**src/rtl/sub8_serial.sv**
```systemverilog
// Bit-serial LSB-first subtractor: out = in0 - in1 mod 2^WIDTH, with unsigned borrow-out.
// One operation at a time under a start/busy/done handshake (IDLE -> RUN -> DONE -> IDLE).
module sub8_serial #(
    parameter int unsigned WIDTH = 8
) (
    input  logic             clock,
    input  logic             reset_n,
    input  logic             start,
    input  logic [WIDTH-1:0] in0,
    input  logic [WIDTH-1:0] in1,
    output logic             busy,
    output logic             done,
    output logic [WIDTH-1:0] out,
    output logic             borrow
);

    localparam int unsigned CntW = $clog2(WIDTH);
    localparam logic [CntW-1:0] LastCnt = CntW'(WIDTH - 1);

    typedef enum logic [1:0] {
        StIdle,
        StRun,
        StDone
    } state_e;

    state_e            state_q, state_d;
    logic [WIDTH-1:0]  a_q, a_d;
    logic [WIDTH-1:0]  b_q, b_d;
    logic [WIDTH-1:0]  res_q, res_d;
    logic [WIDTH-1:0]  out_q, out_d;
    logic              br_q, br_d;
    logic              borrow_q, borrow_d;
    logic [CntW-1:0]   cnt_q, cnt_d;

    logic              diff_bit;
    logic              br_next;
    logic [WIDTH-1:0]  res_shifted;

    // Full-subtractor on the current LSBs of the operand shift registers.
    assign diff_bit    = a_q[0] ^ b_q[0] ^ br_q;
    assign br_next     = (~a_q[0] & b_q[0]) | (~(a_q[0] ^ b_q[0]) & br_q);
    assign res_shifted = {diff_bit, res_q[WIDTH-1:1]};

    always_comb begin
        state_d  = state_q;
        a_d      = a_q;
        b_d      = b_q;
        res_d    = res_q;
        out_d    = out_q;
        br_d     = br_q;
        borrow_d = borrow_q;
        cnt_d    = cnt_q;
        unique case (state_q)
            StIdle: begin
                if (start) begin
                    a_d     = in0;
                    b_d     = in1;
                    br_d    = 1'b0;
                    cnt_d   = '0;
                    state_d = StRun;
                end
            end
            StRun: begin
                a_d   = a_q >> 1;
                b_d   = b_q >> 1;
                res_d = res_shifted;
                br_d  = br_next;
                cnt_d = cnt_q + CntW'(1);
                if (cnt_q == LastCnt) begin
                    out_d    = res_shifted;
                    borrow_d = br_next;
                    state_d  = StDone;
                end
            end
            StDone: begin
                state_d = StIdle;
            end
            default: begin
                state_d = StIdle;
            end
        endcase
    end

    always_ff @(posedge clock or negedge reset_n) begin
        if (!reset_n) begin
            state_q  <= StIdle;
            a_q      <= '0;
            b_q      <= '0;
            res_q    <= '0;
            out_q    <= '0;
            br_q     <= 1'b0;
            borrow_q <= 1'b0;
            cnt_q    <= '0;
        end else begin
            state_q  <= state_d;
            a_q      <= a_d;
            b_q      <= b_d;
            res_q    <= res_d;
            out_q    <= out_d;
            br_q     <= br_d;
            borrow_q <= borrow_d;
            cnt_q    <= cnt_d;
        end
    end

    assign busy   = (state_q == StRun);
    assign done   = (state_q == StDone);
    assign out    = out_q;
    assign borrow = borrow_q;

endmodule

```
**config.mk**
```make
export PLATFORM = sky130hd
export DESIGN_NAME = sub8_serial
export DESIGN_NICKNAME = d
export VERILOG_FILES = /design/src/rtl/sub8_serial.sv
export SDC_FILE = /design/constraint.sdc
export NUM_CORES = 1
export LEC_CHECK = 0
export CORE_ASPECT_RATIO = 0.9
export CORE_UTILIZATION = 52
export DETAILED_ROUTE_END_ITERATION = 10
export PLACE_DENSITY = 0.88
export SLEW_MARGIN = 20
export SYNTH_ARGS = -nofsm -noshare
export SYNTH_HDL_FRONTEND = slang
export SYNTH_SLANG_ARGS = --single-unit
```
**constraint.sdc**
```tcl
create_clock -name clock -period 1.8 [get_ports clock]
set_input_delay 0.27 -clock clock [delete_from_list [all_inputs] [get_ports clock]]
set_output_delay 0.27 -clock clock [all_outputs]
set_load 0.01 [all_outputs]
```
==> impl_metrics.prom <==
# TYPE chip_impl_metric gauge
chip_impl_metric{name="final_core_utilization",unit="%"} 66.10
chip_impl_metric{name="cts_post_setup_buffers_inserted",unit=""} 0
chip_impl_metric{name="post_synth_instance_area",unit="sq um"} 1856
chip_impl_metric{name="cp_data_required_time",unit="ns"} 1.53
chip_impl_metric{name="hold_viol",unit=""} 0
chip_impl_info{name="status",value="finished, final reports clean"} 1
chip_impl_metric{name="final-max-slew-violation-count",unit=""} 0
chip_impl_metric{name="post_drt_via_cell_ratio",unit=""} 5.514
chip_impl_metric{name="post_synth.cell_area_avg",unit="sq um"} 13.25
chip_impl_metric{name="power.ir.vdd_worst",unit="mV"} 0.8048
chip_impl_metric{name="grt_start_max_net_pins",unit=""} 39
chip_impl_metric{name="synthAdderAreaFrac",unit="%"} 2.428
chip_impl_metric{name="timing.critical_path.arrival",unit="ns"} 1.41
chip_impl_metric{name="route.vias.total",unit=""} 1191
chip_impl_metric{name="area_delta_synth_final",unit="%"} 21.24
chip_impl_info{name="synthTopCellsByCount",value="38 x dfrtp_1, 15 x inv_1, 15 x mux2_1, 13 x nor3b_1, 8 x a211oi_2"} 1
chip_impl_metric{name="cts_htree_levels",unit=""} 2
chip_impl_metric{name="die_width",unit="um"} 64.97
chip_impl_metric{name="grt-ovfl-total",unit=""} 0
chip_impl_info{name="netlist.top_cell.by_area",value="dfrtp_1"} 1
chip_impl_metric{name="finish.instance_area",unit="sq um"} 2250
chip_impl_metric{name="cap_viol_max_count",unit=""} 0
chip_impl_metric{name="dp_hpwl",unit="mm"} 2.331
chip_impl_metric{name="synth_xor_area_share",unit="%"} 0
chip_impl_info{name="critical_path.startpoint_type",value="flop"} 1
chip_impl_info{name="worstSetupPathType",value="flop to output pin"} 1
chip_impl_metric{name="muxShareOfSynthArea",unit="%"} 10.18
chip_impl_metric{name="worst_slew_pin_slew",unit="ns"} 0.5008
chip_impl_metric{name="synth_top_area_share",unit="%"} 51.25
chip_impl_info{name="tritoncts",value="built"} 1
chip_impl_metric{name="io_pins",unit=""} 30
chip_impl_metric{name="share_of_final_layout_standard_cells_stronger_than_drive_strength_1",unit="%"} 20.35
chip_impl_metric{name="async_flop_share",unit="%"} 100.0
chip_impl_metric{name="setup_slack",unit="ns"} 0.1158
chip_impl_info{name="clk_root_buffer_cell",value="clkbuf_8"} 1
chip_impl_metric{name="final.setup.tns",unit="ns"} 0
chip_impl_metric{name="synth_edf_count",unit=""} 0
chip_impl_metric{name="drt-wirelength-per-cell",unit="um"} 15.50
chip_impl_metric{name="ys_seq_area_share",unit="%"} 51.25
chip_impl_metric{name="die_height",unit="um"} 58.67
chip_impl_metric{name="preCtsSetupSlack",unit="ns"} 0.1500
chip_impl_metric{name="grt_antenna_before_repair",unit=""} 0
chip_impl_metric{name="fp.dieArea",unit="sq um"} 3812
chip_impl_metric{name="initialDrtViolationCount",unit=""} 54
chip_impl_metric{name="postPlaceCellArea",unit="sq um"} 2172
chip_impl_metric{name="post_synth_num_cell_types",unit=""} 29
chip_impl_metric{name="insertion_delay",unit="ns"} 0.29
chip_impl_metric{name="first_global_vias",unit=""} 1209
chip_impl_metric{name="fp-row-count",unit=""} 20
chip_impl_metric{name="cts_num_sinks",unit=""} 38
chip_impl_metric{name="grt_pass1_wl",unit="mm"} 5.678
chip_impl_metric{name="placement.io_buffers",unit=""} 29
chip_impl_metric{name="dpl.cell_count",unit=""} 209
chip_impl_info{name="synth_top_family_by_area",value="simple AND/OR/NAND/NOR gates"} 1
chip_impl_metric{name="final_cell_count_no_fill",unit=""} 216
chip_impl_metric{name="cp_max_fanout",unit=""} 5
chip_impl_metric{name="drtAntennaViolNets",unit=""} 0
chip_impl_metric{name="final_min_period_over_clock_period",unit="%"} 93.57
chip_impl_metric{name="register_bit_count_reported_by_yosys",unit=""} 38
chip_impl_metric{name="max_freq",unit="GHz"} 0.5938
chip_impl_info{name="synth.area.top_cells",value="dfrtp_1 51%, mux2_1 9.1%, a211oi_2 5.4%"} 1
chip_impl_metric{name="insertedDiodeCount",unit=""} 0
chip_impl_metric{name="maxSlewHeadroom",unit="%"} 66.52
chip_impl_metric{name="finalHoldWorstSlack",unit="ns"} 0.007803
chip_impl_metric{name="clock_slew_at_reported_path_ffs",unit="ns"} 0.07
chip_impl_metric{name="initial_utilization",unit="%"} 54.52
chip_impl_metric{name="timing.final.setup_violations",unit=""} 0
chip_impl_metric{name="gr-usage-all-layers",unit="%"} 20.34
chip_impl_metric{name="numCtsBuffers",unit=""} 5
chip_impl_info{name="synth-main-ff-cell",value="dfrtp_1"} 1
chip_impl_metric{name="compound_gate_portion_of_the_synthesized_area",unit="%"} 12.20
chip_impl_metric{name="num-nets-final",unit=""} 194
chip_impl_metric{name="p_leak",unit="nW"} 0.9730
chip_impl_metric{name="core_area",unit="sq um"} 3403
chip_impl_metric{name="drt-pass1-iter-count",unit=""} 4
chip_impl_metric{name="timing.final.crit_period",unit="ns"} 1.684
chip_impl_metric{name="fin_skew",unit="ns"} 0.007955
chip_impl_info{name="critical_path.endpoint_type",value="output pin"} 1
chip_impl_info{name="grt_setup_unrepaired",value="false"} 1
chip_impl_metric{name="nets_in_the_synthesized_netlist",unit=""} 162
chip_impl_metric{name="p_per_cell_area",unit="nW/um^2"} 1598
chip_impl_metric{name="yosysWarningCount",unit=""} 0
chip_impl_metric{name="clockBufferDepth",unit=""} 2
chip_impl_metric{name="p_total",unit="mW"} 3.594
chip_impl_metric{name="post-route-drc-count",unit=""} 0
chip_impl_metric{name="finalWeightedCongestion",unit=""} 0.7077
chip_impl_metric{name="routed_wirelength",unit="mm"} 3.347
chip_impl_metric{name="post_synthesis_share_of_cell_area_spent_on_and_or_nand_and_nor_gates",unit="%"} 16.18
chip_impl_info{name="synth_most_common_cell",value="dfrtp_1"} 1
chip_impl_metric{name="synthesis.instances",unit=""} 140
chip_impl_info{name="hold_class",value="input pin to asynchronous set/reset pin"} 1
## metal layers
| metal | track usage (%) | up-vias | routed length, um |
|---|---|---|---|
| met5 | 0 | - | 0 |
| met4 | 6.984 | 0 | 41 |
| met3 | 5.233 | 3 | 93 |
| met2 | 31.40 | 20 | 1684 |
| met1 | 28.03 | 601 | 1528 |
| li1 | - | 567 | - |
## cells by family (layout without fill, tap and decap cells)
family          count (synthesis)  after routing
buf+inv                        28             60
fa+ha+maj                       3              3
compound gates                 22             22
mux                            17             17
flops                          38             38
simple gates                   32             32
## report_power, final
part	internal (mW)	total, mW	switching, mW	leakage [nW]
sequential	1.27	1.51	0.245	0.456
clock	0.259	0.541	0.281	0.0438
combinational	0.818	1.54	0.722	0.473
total	2.35	3.59	1.25	0.973
## placed cells by master (no fill, tap or decap), drive strengths merged
cell type / n
fa: 1
mux2: 15
nor4b: 12
o21ba: 1
o22ai: 1
o21bai: 1
inv: 16
ha: 2
nand2b: 1
a21o: 1
nor4bb: 2
dfrtp: 38
dlygate4sd2: 1
o221a: 2
a22o: 2
clkinv: 2
a211o: 1
nor2b: 1
buf: 9
nor3b: 13
a21oi: 1
a211oi: 12
or4b: 2
clkdlybuf4s50: 27
mux2i: 2
clkbuf: 5
nand3b: 1
## timing repair
action	in CTS	in global routing
hold buffers	0	0
endpoints found under the hold margin	0	0
endpoints found under the setup margin	1	0
gates resized for setup	1	0
## flip-flops by register name, summed over array words and instances, names as in the netlist
register,cells
a_q,8
b_q,8
borrow,1
br_q,1
cnt_q,3
out,8
res_q,7
state_q,2
## worst max-delay path, stage by stage (launching register included)
cell	delay (ns)
dfrtp_1	0.41
nor2b_1	0.17
clkdlybuf4s50_1	0.54
## area by class of cell
type                       count  area, sq um
multi-input combinational     74        760.7
timing repair buffer          37        344.1
sequential                    38        950.9
clock buffer                   5        68.82
clock inverter                 2        10.01
inverter                      16        60.06
tap                           44        55.05
fill                         269         1154
## final timing paths
check	start	to	slack (ns)	cells after the start
min in group clock	cnt_q[0]	cnt_q[0]	0.49	1
min	reset_n	a_q[3]	0.008	2
max in group asynchronous	reset_n	a_q[6]	1.44	2
min reg2reg	cnt_q[0]	cnt_q[0]	0.49	1
max reg2reg	cnt_q[0]	out[2]	0.15	4
max	state_q[1]	done	0.12	2
Power figures use the tool's default switching activity.
